### config.mk
export PLATFORM = sky130hd
export DESIGN_NAME = counter_seq_ctrl
export DESIGN_NICKNAME = d
export VERILOG_FILES = /design/src/rtl/counter_seq_pkg.sv /design/src/rtl/counter_seq_ctrl_tick_gen.sv /design/src/rtl/counter_seq_ctrl.sv
export SDC_FILE = /design/constraint.sdc
export NUM_CORES = 1
export LEC_CHECK = 0
export CAP_MARGIN = 20
export CORE_MARGIN = 1
export CORE_UTILIZATION = 50
export DETAILED_ROUTE_END_ITERATION = 16
export GPL_TIMING_DRIVEN = 0
export PLACE_DENSITY = 0.77
export SYNTH_ARGS = -nofsm -noshare
export SYNTH_HDL_FRONTEND = slang
export SYNTH_SLANG_ARGS = --single-unit
### constraint.sdc
create_clock -name clock -period 3.8 [get_ports clock]
set_input_delay 0.95 -clock clock [delete_from_list [all_inputs] [get_ports clock]]
set_output_delay 0.95 -clock clock [all_outputs]
set_load 0.005 [all_outputs]
### src/rtl/counter_seq_pkg.sv
// Purpose : shared opcodes and FSM state encoding for the counter sequencer.
// Latency : n/a (definitions only).
// Backpressure: n/a.
package counter_seq_pkg;

  // Command opcodes carried on cmd_op
  localparam logic [1:0] OP_START = 2'b00;
  localparam logic [1:0] OP_STOP  = 2'b01;
  localparam logic [1:0] OP_CLEAR = 2'b10;
  localparam logic [1:0] OP_LOAD  = 2'b11;

  typedef enum logic [1:0] {
    ST_IDLE  = 2'b00,
    ST_RUN   = 2'b01,
    ST_PAUSE = 2'b10,
    ST_DONE  = 2'b11
  } state_e;

endpackage

### src/rtl/counter_seq_ctrl_tick_gen.sv
// Purpose : prescaler that divides the clock into one-cycle count ticks.
// Latency : tick_o is combinational from the prescaler register (asserted when it sits at DIV-1).
// Backpressure: none; hold_i/en_i freeze the prescaler, clr_i returns it to 0.
// Ports   : clock, Resetn (sync, active-low), clr_i, en_i, hold_i, tick_o.
module tick_gen #(
  parameter int unsigned DIV = 50_000_000
) (
  input  logic clock,
  input  logic Resetn,
  input  logic clr_i,
  input  logic en_i,
  input  logic hold_i,
  output logic tick_o
);

  localparam int unsigned PW = (DIV > 1) ? $clog2(DIV) : 1;
  localparam logic [PW-1:0] LAST = PW'(DIV - 1);

  logic [PW-1:0] pre_q, pre_d;

  // clr wins over everything; hold freezes the value even while enabled
  always_comb begin
    pre_d  = pre_q;
    tick_o = 1'b0;
    if (clr_i) begin
      pre_d = '0;
    end else if (en_i && !hold_i) begin
      if (pre_q == LAST) begin
        pre_d  = '0;
        tick_o = 1'b1;
      end else begin
        pre_d = pre_q + PW'(1);
      end
    end
  end

  always_ff @(posedge clock) begin
    if (!Resetn) pre_q <= '0;
    else         pre_q <= pre_d;
  end

endmodule

### src/rtl/counter_seq_ctrl.sv
// Purpose : command-driven sequencer for the up-counter / hex display datapath.
// Latency : command effect and tick-driven count updates appear one cycle after the edge.
// Backpressure: cmd_ready is registered and drops for exactly one cycle after each acceptance.
// Ports   : clock, Resetn (sync, active-low); cmd_valid/cmd_ready/cmd_op/cmd_data command
//           handshake; limit, oneshot control; count, running, tc_pulse status.
module counter_seq_ctrl
  import counter_seq_pkg::*;
#(
  parameter int unsigned WIDTH = 16,
  parameter int unsigned DIV   = 50_000_000
) (
  input  logic             clock,
  input  logic             Resetn,
  input  logic             cmd_valid,
  output logic             cmd_ready,
  input  logic [1:0]       cmd_op,
  input  logic [WIDTH-1:0] cmd_data,
  input  logic [WIDTH-1:0] limit,
  input  logic             oneshot,
  output logic [WIDTH-1:0] count,
  output logic             running,
  output logic             tc_pulse
);

  state_e           state_q, state_d;
  logic [WIDTH-1:0] count_q, count_d;
  logic             tc_q, tc_d;
  logic             rdy_q;

  logic accept;
  logic tick;
  logic pre_clr, pre_en, pre_hold;

  assign accept = cmd_valid & rdy_q;

  // Prescaler only runs in RUN. IDLE/DONE keep it at zero; a STOP freezes it
  // on the accepting cycle so a later START resumes from exactly where it was.
  assign pre_en   = (state_q == ST_RUN);
  assign pre_hold = accept && (cmd_op == OP_STOP);
  assign pre_clr  = (state_q == ST_IDLE) || (state_q == ST_DONE) ||
                    ((state_q == ST_RUN) && accept &&
                     ((cmd_op == OP_CLEAR) || (cmd_op == OP_LOAD)));

  tick_gen #(.DIV(DIV)) u_tick_gen (
    .clock  (clock),
    .Resetn (Resetn),
    .clr_i  (pre_clr),
    .en_i   (pre_en),
    .hold_i (pre_hold),
    .tick_o (tick)
  );

  always_comb begin
    state_d = state_q;
    count_d = count_q;
    tc_d    = 1'b0;

    if (accept) begin
      // An accepted command always overrides a coincident tick.
      unique case (state_q)
        ST_IDLE: begin
          if (cmd_op == OP_START)      state_d = ST_RUN;
          else if (cmd_op == OP_CLEAR) count_d = '0;
          else if (cmd_op == OP_LOAD)  count_d = cmd_data;
        end
        ST_RUN: begin
          if (cmd_op == OP_STOP)       state_d = ST_PAUSE;
          else if (cmd_op == OP_CLEAR) count_d = '0;
          else if (cmd_op == OP_LOAD)  count_d = cmd_data;
        end
        ST_PAUSE: begin
          if (cmd_op == OP_START) begin
            state_d = ST_RUN;
          end else if (cmd_op == OP_CLEAR) begin
            state_d = ST_IDLE;
            count_d = '0;
          end else if (cmd_op == OP_LOAD) begin
            count_d = cmd_data;
          end
        end
        ST_DONE: begin
          if (cmd_op == OP_START) begin
            state_d = ST_RUN;
            count_d = '0;
          end else if (cmd_op == OP_CLEAR) begin
            state_d = ST_IDLE;
            count_d = '0;
          end else if (cmd_op == OP_LOAD) begin
            state_d = ST_IDLE;
            count_d = cmd_data;
          end
        end
        default: state_d = ST_IDLE;
      endcase
    end else if (tick) begin
      // Values above limit simply roll through all-ones to 0 and keep climbing.
      if (count_q != limit) begin
        count_d = count_q + WIDTH'(1);
      end else if (oneshot) begin
        tc_d    = 1'b1;
        state_d = ST_DONE;
      end else begin
        tc_d    = 1'b1;
        count_d = '0;
      end
    end
  end

  always_ff @(posedge clock) begin
    if (!Resetn) begin
      state_q <= ST_IDLE;
      count_q <= '0;
      tc_q    <= 1'b0;
      rdy_q   <= 1'b1;
    end else begin
      state_q <= state_d;
      count_q <= count_d;
      tc_q    <= tc_d;
      rdy_q   <= ~accept;
    end
  end

  assign cmd_ready = rdy_q;
  assign count     = count_q;
  assign running   = (state_q == ST_RUN);
  assign tc_pulse  = tc_q;

endmodule

; Word-level counts from Yosys, hierarchy flattened
; Cells that the tools add are included.
[word_totals]
register_bits = 46
input_bits = 38
output_inout_bits = 19
word_cells = 71
[op_classes]
addsub = 2
eq_ne = 16
mux = 27
bitwise_logic = 4
n_reduce_logical = 17
[ops]
columns = op, n
row1 = $mux 16, 9
row2 = $pmux 16 s3, 1
row3 = $add 26x1->26 const B, 1
row4 = $eq 26x26->1 const B, 1
row5 = $mux 26, 1
row6 = $mux 2, 11
row7 = $add 16x1->16 const B, 1
row8 = $ne 16x16->1, 1
row9 = $ne 3x3->1 const B, 3
row10 = $eq 2x2->1 const B, 4
row11 = $pmux 2 s4, 1
row12 = $reduce_and 7->1, 1
row13 = $ne 5x2->1 const B, 1
row14 = $eq 2x1->1 const B, 2
row15 = $logic_and 1x1->1, 4
row16 = $logic_not 2->1, 2
row17 = $mux 1, 4
row18 = $ne 4x4->1 const B, 1
row19 = $reduce_and 4->1, 1
row20 = $reduce_bool 2->1, 2
row21 = $reduce_or 2->1, 2
row22 = $logic_or 1x1->1, 3
row23 = $ne 3x1->1 const B, 1
row24 = $ne 3x2->1 const B, 1
row25 = other kinds (5), 7

; Depth between registers and ports, before layout
; Gate-level depths: netlist of the first run.
[depth]
ltp_word = 8
mapped_depth = 12
mapped_depth_nobuf = 8

; Hierarchy
; A second synthesis of the first run with hierarchy kept.
[unflattened]
hier_cells = 392
hier_area_um2 = 3245.6
[by_module_without_submodules]
columns = module, instances, cells_per_inst, area_each_um2, seq_area_each_um2
row1 = counter_seq_ctrl, 1, 244, 1961.9, 400.4
row2 = tick_gen, 1, 148, 1283.7, 520.5

; Least setup slack after synthesis of the first run
; OpenSTA, ideal clock, no wires.
[synth_path]
path_kind = input port to flip-flop
startpoint = input port cmd_op[1]
endpoint = register count_q[2], in the netlist count[2]
setup_time_ns = 0.067
arrival_time_ns = 2.712
t_required_ns = 3.733
path_slack_ns = 1.020
path_stages = 10
path_buffers = 2
path_cell_list = inv_1 > ha_1 > nand3_1 > nor3b_2 > and3_1 > and4_4 > buf_6 > clkbuf_1 > o31ai_1 > a21oi_4
[synth_via]
elab_chain_len = 8
elab_cells_between_ends = 23
classes_between = eq/ne: 5 / mux: 9 / reduce/logical: 9
[synth_rtl]
columns = item, line_no
row1 = "start, declared", counter_seq_ctrl.sv:16  ; input logic [1:0] cmd_op,
row2 = $eq 2x1->1, "counter_seq_ctrl.sv:39, counter_seq_ctrl.sv:67"
row3 = $logic_and 1x1->1, counter_seq_ctrl.sv:39  ; assign pre_hold = accept && (cmd_op == OP_STOP);
row4 = $logic_not 1->1, counter_seq_ctrl_tick_gen.sv:27  ; end else if (en_i && !hold_i) begin
row5 = $logic_and 1x1->1, counter_seq_ctrl_tick_gen.sv:27
row6 = $mux 1, counter_seq_ctrl_tick_gen.sv:27
row7 = $mux 1, counter_seq_ctrl_tick_gen.sv:25  ; if (clr_i) begin
row8 = $reduce_bool 2->1 (no source line), --
row9 = $reduce_and 4->1 (no source line), --
row10 = "end signal, assigned", counter_seq_ctrl.sv:117  ; count_q <= count_d;
row11 = "end, declared", counter_seq_ctrl.sv:26  ; logic [WIDTH-1:0] count_q, count_d;
; Parallel ways exist; a longest one is shown, timed or not. The select of a mux whose other input is x is not followed.
; A chain may end at the register's enable or synchronous reset.

; Worst setup path after layout of the first run
[layout_path]
startpoint = input port cmd_op[1]
endpoint = register count_q[7], in the netlist count[7]
; Same word-level chain as after synthesis.

==> results.py, run 1 <==
metrics = {
    "power": {
        "vdd_ir_drop_max_mv": 0.249,
        "p_per_area_nw_per_um2": 301,
        "power.leakage_nw": 1.33,
    },
    "floorplanning": {
        "io_pins": 57,
        "std_cell_rows": 28,
        "die_w_um": 81.5,
        "die_height_um": 81.5,
        "core_area_um2": 6030,
        "dieArea_um2": 6650,
        "initial_core_util_pct": 52.5,
    },
    "drt": {
        "vias": 2793,
        "wirelength_um": 7670,
        "wl_per_cell_um": 15.3,
        "drtIter0Drc": 128,
        "via_per_inst": 5.57,
        "drt.antenna.violating_nets": 0,
        "dr.pass1.iters": 4,
        "drc": 0,
    },
    "placement": {
        "dpl-instance-area_um2": 3820,
        "place_congestion": 0.864,
        "place_ws_ns": 0.0252,
        "post-dp-hpwl_um": 5670,
        "io_buffers": 56,
    },
    "sta": {
        "period_minus_slack_ns": 3.48,
        "relSlewSlack_pct": 31.3,
        "holdWs_ns": 0.485,
        "worst_slack_ns": 0.320,
        "finalHoldViolCount": 0,
        "tns_ns": 0,
        "fin_skew_ns": 0.00926,
        "grt_setup_unrepaired": "no",
        "fmax_mhz": 287,
        "slew_viol_final": 0,
        "max_slew.worst_pin.slew_ns": 1.00,
        "post-route-period-util_pct": 91.6,
        "setup_viol": 0,
    },
    "clock_tree": {
        "cts_tree": "built",
        "cts_buffer_depth": 2,
        "h-tree-depth": 2,
        "numCtsBuffers": 5,
        "clock-sinks": 46,
        "cts.repair.resized": 0,
        "post_cts_buffers": 0,
        "postCtsHoldBufs": 0,
        "clk_latency_ns": 0.31,
        "cts-root-buf": "clkbuf_8",
        "clk_pin_slew_ns": 0.10,
    },
    "synthesis": {
        "yosysUniqueCellTypes": 44,
        "synthArstFlopShare_pct": 0,
        "syn-num-nets": 410,
        "syn_area_per_cell_um2": 8.74,
        "synth_top_family_by_area": "simple AND/OR/NAND/NOR gates",
        "synth_top_area_share_pct": 29.1,
        "synth_edf_count": 0,
        "synth_top_area_cell": "dfxtp_1",
        "seq_area_frac_synth_pct": 29.1,
        "ys.flop_type": "dfxtp_1",
        "ys_ff_latch": 46,
        "synthXorXnorAreaFrac_pct": 15.2,
        "yosys_warnings": 0,
        "synthMuxAreaShare_pct": 5.06,
        "synth_area_leaders": "dfxtp_1, xor2_1, xnor2_1, a21oi_4, mux2i_1",
        "synthAdderAreaFrac_pct": 3.96,
        "synth_compound_area_share_pct": 16.5,
        "synth_cells": 362,
        "syn_area_um2": 3160,
        "yosys.area_share.simple_pct": 23.2,
    },
    "run_status": {
        "status": "complete, no violations",
    },
    "final_layout": {
        "fill_cells": 516,
        "fin_nets": 473,
        "utilization_pct": 64.9,
        "drive_gt1_share_pct": 9.39,
        "syn_to_final_growth_pct": 23.7,
        "num_antenna_cells": 0,
        "design_area_um2": 3910,
    },
    "min_path": {
        "hp-class": "reg2reg",
        "holdPathStages": 2,
    },
    "grt": {
        "antenna_found_initial": 0,
        "grt_util_all_layers_pct": 24.5,
        "grt_pass1_vias": 2670,
        "grt_start_max_net_pins": 17,
        "grt_overflow": 0,
        "grt_pass1_wl_um": 12500,
    },
    "setup_path": {
        "path_class": "in2reg",
        "cp-end-kind": "flip-flop",
        "cp.arrival_ns": 3.72,
        "rr_worst_depth": 11,
        "start_kind": "input pin",
        "worstPathMaxFanout": 10,
        "required_ns": 4.04,
    },
    "flow_run": {
        "maxCapViolations": 0,
    },
}
[cell type report]
type                       instances  area, um^2  share of cell area (%)
inverter                           7        26.3                   0.672
sequential                        46         921                    23.5
clock buffer                       5        68.8                    1.76
timing repair buffer              56         561                    14.3
tap                               75        93.8                    2.40
clock inverter                     3        25.0                   0.640
buffer                            27         191                    4.89
multi-input combinational        282        2020                    51.8
[layout by cell type (no fill, tap or decap), types with 11 or more instances in the layout]
master / count
o22a_1: 15
xnor2_1: 20
clkbuf_1: 13
o31ai_1: 15
nor2_1: 39
clkdlybuf4s50_1: 56
mux2i_1: 16
xor2_1: 35
nand4_1: 11
dfxtp_1: 46
nand2_1: 26
nand3_1: 20
[path summary, 6_finish.rpt]
kind	slack, ns	startpoint	endpoint
max	0.32	cmd_op[1]	count[7]
min	0.48	u_tick_gen.pre_q[1]	u_tick_gen.pre_q[1]
max reg2reg	1.13	state_q[1]	count[7]
min reg2reg	0.48	u_tick_gen.pre_q[1]	u_tick_gen.pre_q[1]
[critical path: stages]
cell             delay [ns]
clkdlybuf4s50_1        0.50
inv_1                  0.07
ha_1                   0.22
nand3_1                0.20
nor3b_2                0.47
and3_1                 0.22
and4_4                 0.22
buf_6                  0.13
clkbuf_1               0.41
o31ai_1                0.18
a21oi_4                0.15
[report_power, final]
group	internal, W	switching, W	total (W)
sequential	0.000502	0.0000234	0.000525
clock	0.000133	0.000189	0.000323
combinational	0.000169	0.000159	0.000328
total	0.000804	0.000371	0.00118
[metal layers]
layer / track usage, % / vias to the layer above / share of wire [%] / wire length (um)
met1: 31.5 / 1296 / 46 / 3540
met2: 41.8 / 87 / 47 / 3590
met5: 0 / - / 0 / 0
met4: 7.68 / 0 / 1.1 / 88
li1: - / 1400 / - / -
met3: 4.00 / 10 / 6.0 / 459
[registers in the layout, summed over array words and instances (netlist names)]
| signal | flops |
|---|---|
| state_q | 2 |
| count | 16 |
| u_tick_gen.pre_q | 26 |
| tc_pulse | 1 |
| cmd_ready | 1 |
[cell usage after synthesis (2+ instances only)]
library cell,number
ha_1,10
nand4_1,11
nand3_1,20
nor2_1,39
and2_1,3
o21ai_0,2
buf_2,2
nand2_1,26
nand2b_1,3
o22a_1,15
inv_1,7
a21oi_1,8
nor3_1,10
nor4_1,9
clkbuf_1,13
a21oi_4,10
xor2_1,35
mux2i_1,16
dfxtp_1,46
xnor2_1,20
and3_1,8
buf_4,3
buf_6,8
nor4b_1,2
o311a_1,2
o211ai_1,2
o31ai_1,15
[per-stage QoR]
step | std cells | power [W]
2_1_floorplan | 362 | 0.000739
3_3_place_gp | 493 | 0.000857
3_5_place_dp | 493 | 0.000863
4_1_cts | 501 | 0.00118
5_1_grt | 501 | 0.00123
6_report | 501 | 0.00118
[cells by family (layout without fill, tap and decap cells)]
logic type                 count (synthesis)  after routing
and+or+nand+nor                          143            143
AOI/OAI and AO/OA                         58             58
xor gates and xnor gates                  55             55
DFF                                       46             46
buffers and inverters                     34             98
muxes                                     16             16
adders and majority gates                 10             10
No activity file was read; power rests on OpenSTA's default activity.
==> inputs of run 2 (changes only) <==
==> constraint.sdc (replaced) <==
create_clock -name clock -period 4.1 [get_ports clock]
set_input_delay 1.025 -clock clock [delete_from_list [all_inputs] [get_ports clock]]
set_output_delay 1.025 -clock clock [all_outputs]
set_load 0.005 [all_outputs]
==> results of run 2 <==
Same layout as run 1 (identical final DEF). Status: complete, no violations.
Among the figures that moved: setup slack after placement 0.0252 ns -> 0.250 ns; setup slack after layout 0.320 ns -> 0.545 ns; register-to-register setup slack 1.13 ns -> 1.43 ns; total power 0.00118 W -> 0.00109 W; worst IR drop on VDD 0.249 mV -> 0.231 mV
==> inputs of run 3 (changes only) <==
--- a/config.mk
+++ b/config.mk
@@ -7,10 +7,10 @@
 export LEC_CHECK = 0
 export CAP_MARGIN = 20
 export CORE_MARGIN = 1
-export CORE_UTILIZATION = 50
+export CORE_UTILIZATION = 45
 export DETAILED_ROUTE_END_ITERATION = 16
 export GPL_TIMING_DRIVEN = 0
-export PLACE_DENSITY = 0.77
+export PLACE_DENSITY = 0.7
 export SYNTH_ARGS = -nofsm -noshare
 export SYNTH_HDL_FRONTEND = slang
 export SYNTH_SLANG_ARGS = --single-unit
==> run 3 against run 2 <==
Net effect: flip-flop and latch count stayed put; register-to-register slack worse by 0.03 ns; worst hold slack worse by 0.0056 ns; count of clock-buffer cells in the layout stayed put; combinational power hardly changed.
==> results.py, run 3 (synthesized netlist as in run 1, its figures left out) <==
metrics = {
    "run_status": {
        "status": "complete, no violations",
    },
    "final_layout": {
        "fin_nets": 473,
        "final_common_cell": "clkdlybuf4s50_1",
        "fill_cells": 626,
        "final_cell_mix": "clkdlybuf4s50_1, dfxtp_1, nor2_1",
        "multi_input_area_um2": 2020,
        "utilization_pct": 58.3,
        "top_register": "u_tick_gen.pre_q",
        "register_area_um2": 921,
        "num_antenna_cells": 0,
        "largest_register_ffs": 26,
        "drive_gt1_share_pct": 9.39,
        "syn_to_final_growth_pct": 25.1,
    },
    "sta": {
        "setup_viol": 0,
        "relSlewSlack_pct": 34.2,
        "grt_setup_unrepaired": "no",
        "post-route-period-util_pct": 88.2,
        "period_minus_slack_ns": 3.62,
        "max_slew.worst_pin.slew_ns": 0.963,
        "tns_ns": 0,
        "finalHoldViolCount": 0,
        "fin_skew_ns": 0.00569,
        "slew_viol_final": 0,
        "fmax_mhz": 277,
    },
    "power": {
        "p_int_w": 0.000804,
        "seqPwrFrac_pct": 42.8,
        "vdd_ir_drop_max_mv": 0.171,
        "p_per_area_nw_per_um2": 287,
        "switching_share_pct": 29.2,
        "switchingPower_w": 0.000332,
        "power.leakage_nw": 1.34,
        "p_total_w": 0.00114,
        "combPwrFrac_pct": 26.6,
        "power_frac_clock_pct": 30.6,
    },
    "setup_path": {
        "start_kind": "input pin",
        "cp-end-kind": "flip-flop",
        "required_ns": 4.34,
        "rr_worst_depth": 11,
        "worstPathMaxFanout": 10,
        "cp.arrival_ns": 3.85,
        "path_class": "in2reg",
    },
    "grt": {
        "grt_start_max_net_pins": 16,
        "met1_usage_pct": 25.1,
        "grt_pass1_wl_um": 12300,
        "grt_util_all_layers_pct": 21.0,
        "grt_pass1_vias": 2673,
        "antenna_found_initial": 0,
        "grt.busiest_layer": "met2",
        "use_met3_pct": 4.04,
        "met2_usage_pct": 38.3,
        "grt_overflow": 0,
    },
    "drt": {
        "vias": 2750,
        "wl_per_cell_um": 14.3,
        "drt.antenna.violating_nets": 0,
        "dr.pass1.iters": 4,
        "wirelength_um": 7460,
        "drtIter0Drc": 85,
        "drc": 0,
        "via_per_inst": 5.27,
    },
    "floorplanning": {
        "core_area_um2": 6790,
        "die_w_um": 85.8,
        "dieArea_um2": 7370,
        "initial_core_util_pct": 46.6,
        "io_pins": 57,
        "die_height_um": 85.8,
        "std_cell_rows": 30,
    },
    "clock_tree": {
        "cts_tree": "built",
        "clock-sinks": 46,
        "clk_latency_ns": 0.30,
        "postCtsHoldBufs": 0,
        "numCtsBuffers": 5,
        "clk_pin_slew_ns": 0.09,
        "post_cts_buffers": 0,
        "h-tree-depth": 2,
        "cts-root-buf": "clkbuf_8",
        "cts_buffer_depth": 2,
        "cts.repair.resized": 0,
    },
    "placement": {
        "io_buffers": 56,
        "place_congestion": 0.870,
        "post-dp-hpwl_um": 5630,
    },
    "min_path": {
        "holdPathStages": 2,
        "hp-class": "reg2reg",
    },
    "flow_run": {
        "maxCapViolations": 0,
    },
}
==> run 3: cell count changes in the layout (fill, tap and decap cells not counted) <==
cell,previous run,this run
clkinv_4,1,0
inv_6,1,0
clkinvlp_4,1,2
bufinv_16,0,1
==> run 3: area by class of cell <==
cell class / instances / area share (%)
timing repair buffer: 56 / 14.2
clock buffer: 5 / 1.74
inverter: 7 / 0.664
tap: 96 / 3.04
multi-input combinational: 282 / 51.2
sequential: 46 / 23.3
buffer: 27 / 4.84
clock inverter: 3 / 1.14
==> run 3: routing by layer <==
metal | routed length [um] | up-vias
met1 | 3430 | 1255
met3 | 405 | 7
met4 | 68 | 0
met5 | 0 | -
li1 | - | 1404
met2 | 3550 | 84
==> run 3: per-stage QoR <==
stage | setup WS [ns] | cell area [um^2] | hold slack (ns) | instances
after floorplan | 1.25 | 3160 | 0.448 | 362
after global placement | 0.281 | 3840 | 0.458 | 514
after detailed placement | 0.199 | 3840 | 0.471 | 514
after CTS | 0.519 | 3960 | 0.482 | 522
after global routing | 0.355 | 3960 | 0.512 | 522
final | 0.484 | 3960 | 0.479 | 522
==> run 3: final timing paths <==
check,from,end,slack [ns]
hold / removal,u_tick_gen.pre_q[1],u_tick_gen.pre_q[1],0.48
setup reg to reg,state_q[1],count[7],1.40
setup / recovery,cmd_op[1],count[7],0.48
hold reg to reg,u_tick_gen.pre_q[1],u_tick_gen.pre_q[1],0.48
==> run 3: power by group through the flow <==
stage	combinational (W)	clock, W	sequential, W
finish	0.000302	0.000347	0.000486
global route	0.000327	0.000370	0.000488
CTS	0.000304	0.000356	0.000486
detailed placement	0.000302	0	0.000496
global placement	0.000299	0	0.000496
floorplan	0.000191	0	0.000494
==> run 3: worst max-delay path, cell delays in order <==
cell and delay, ns:
clkdlybuf4s50_1 0.50, inv_1 0.07, ha_1 0.22, nand3_1 0.22, nor3b_2 0.47, and3_1 0.23, and4_4 0.22, buf_6 0.12
clkbuf_1 0.42, o31ai_1 0.20, a21oi_4 0.15
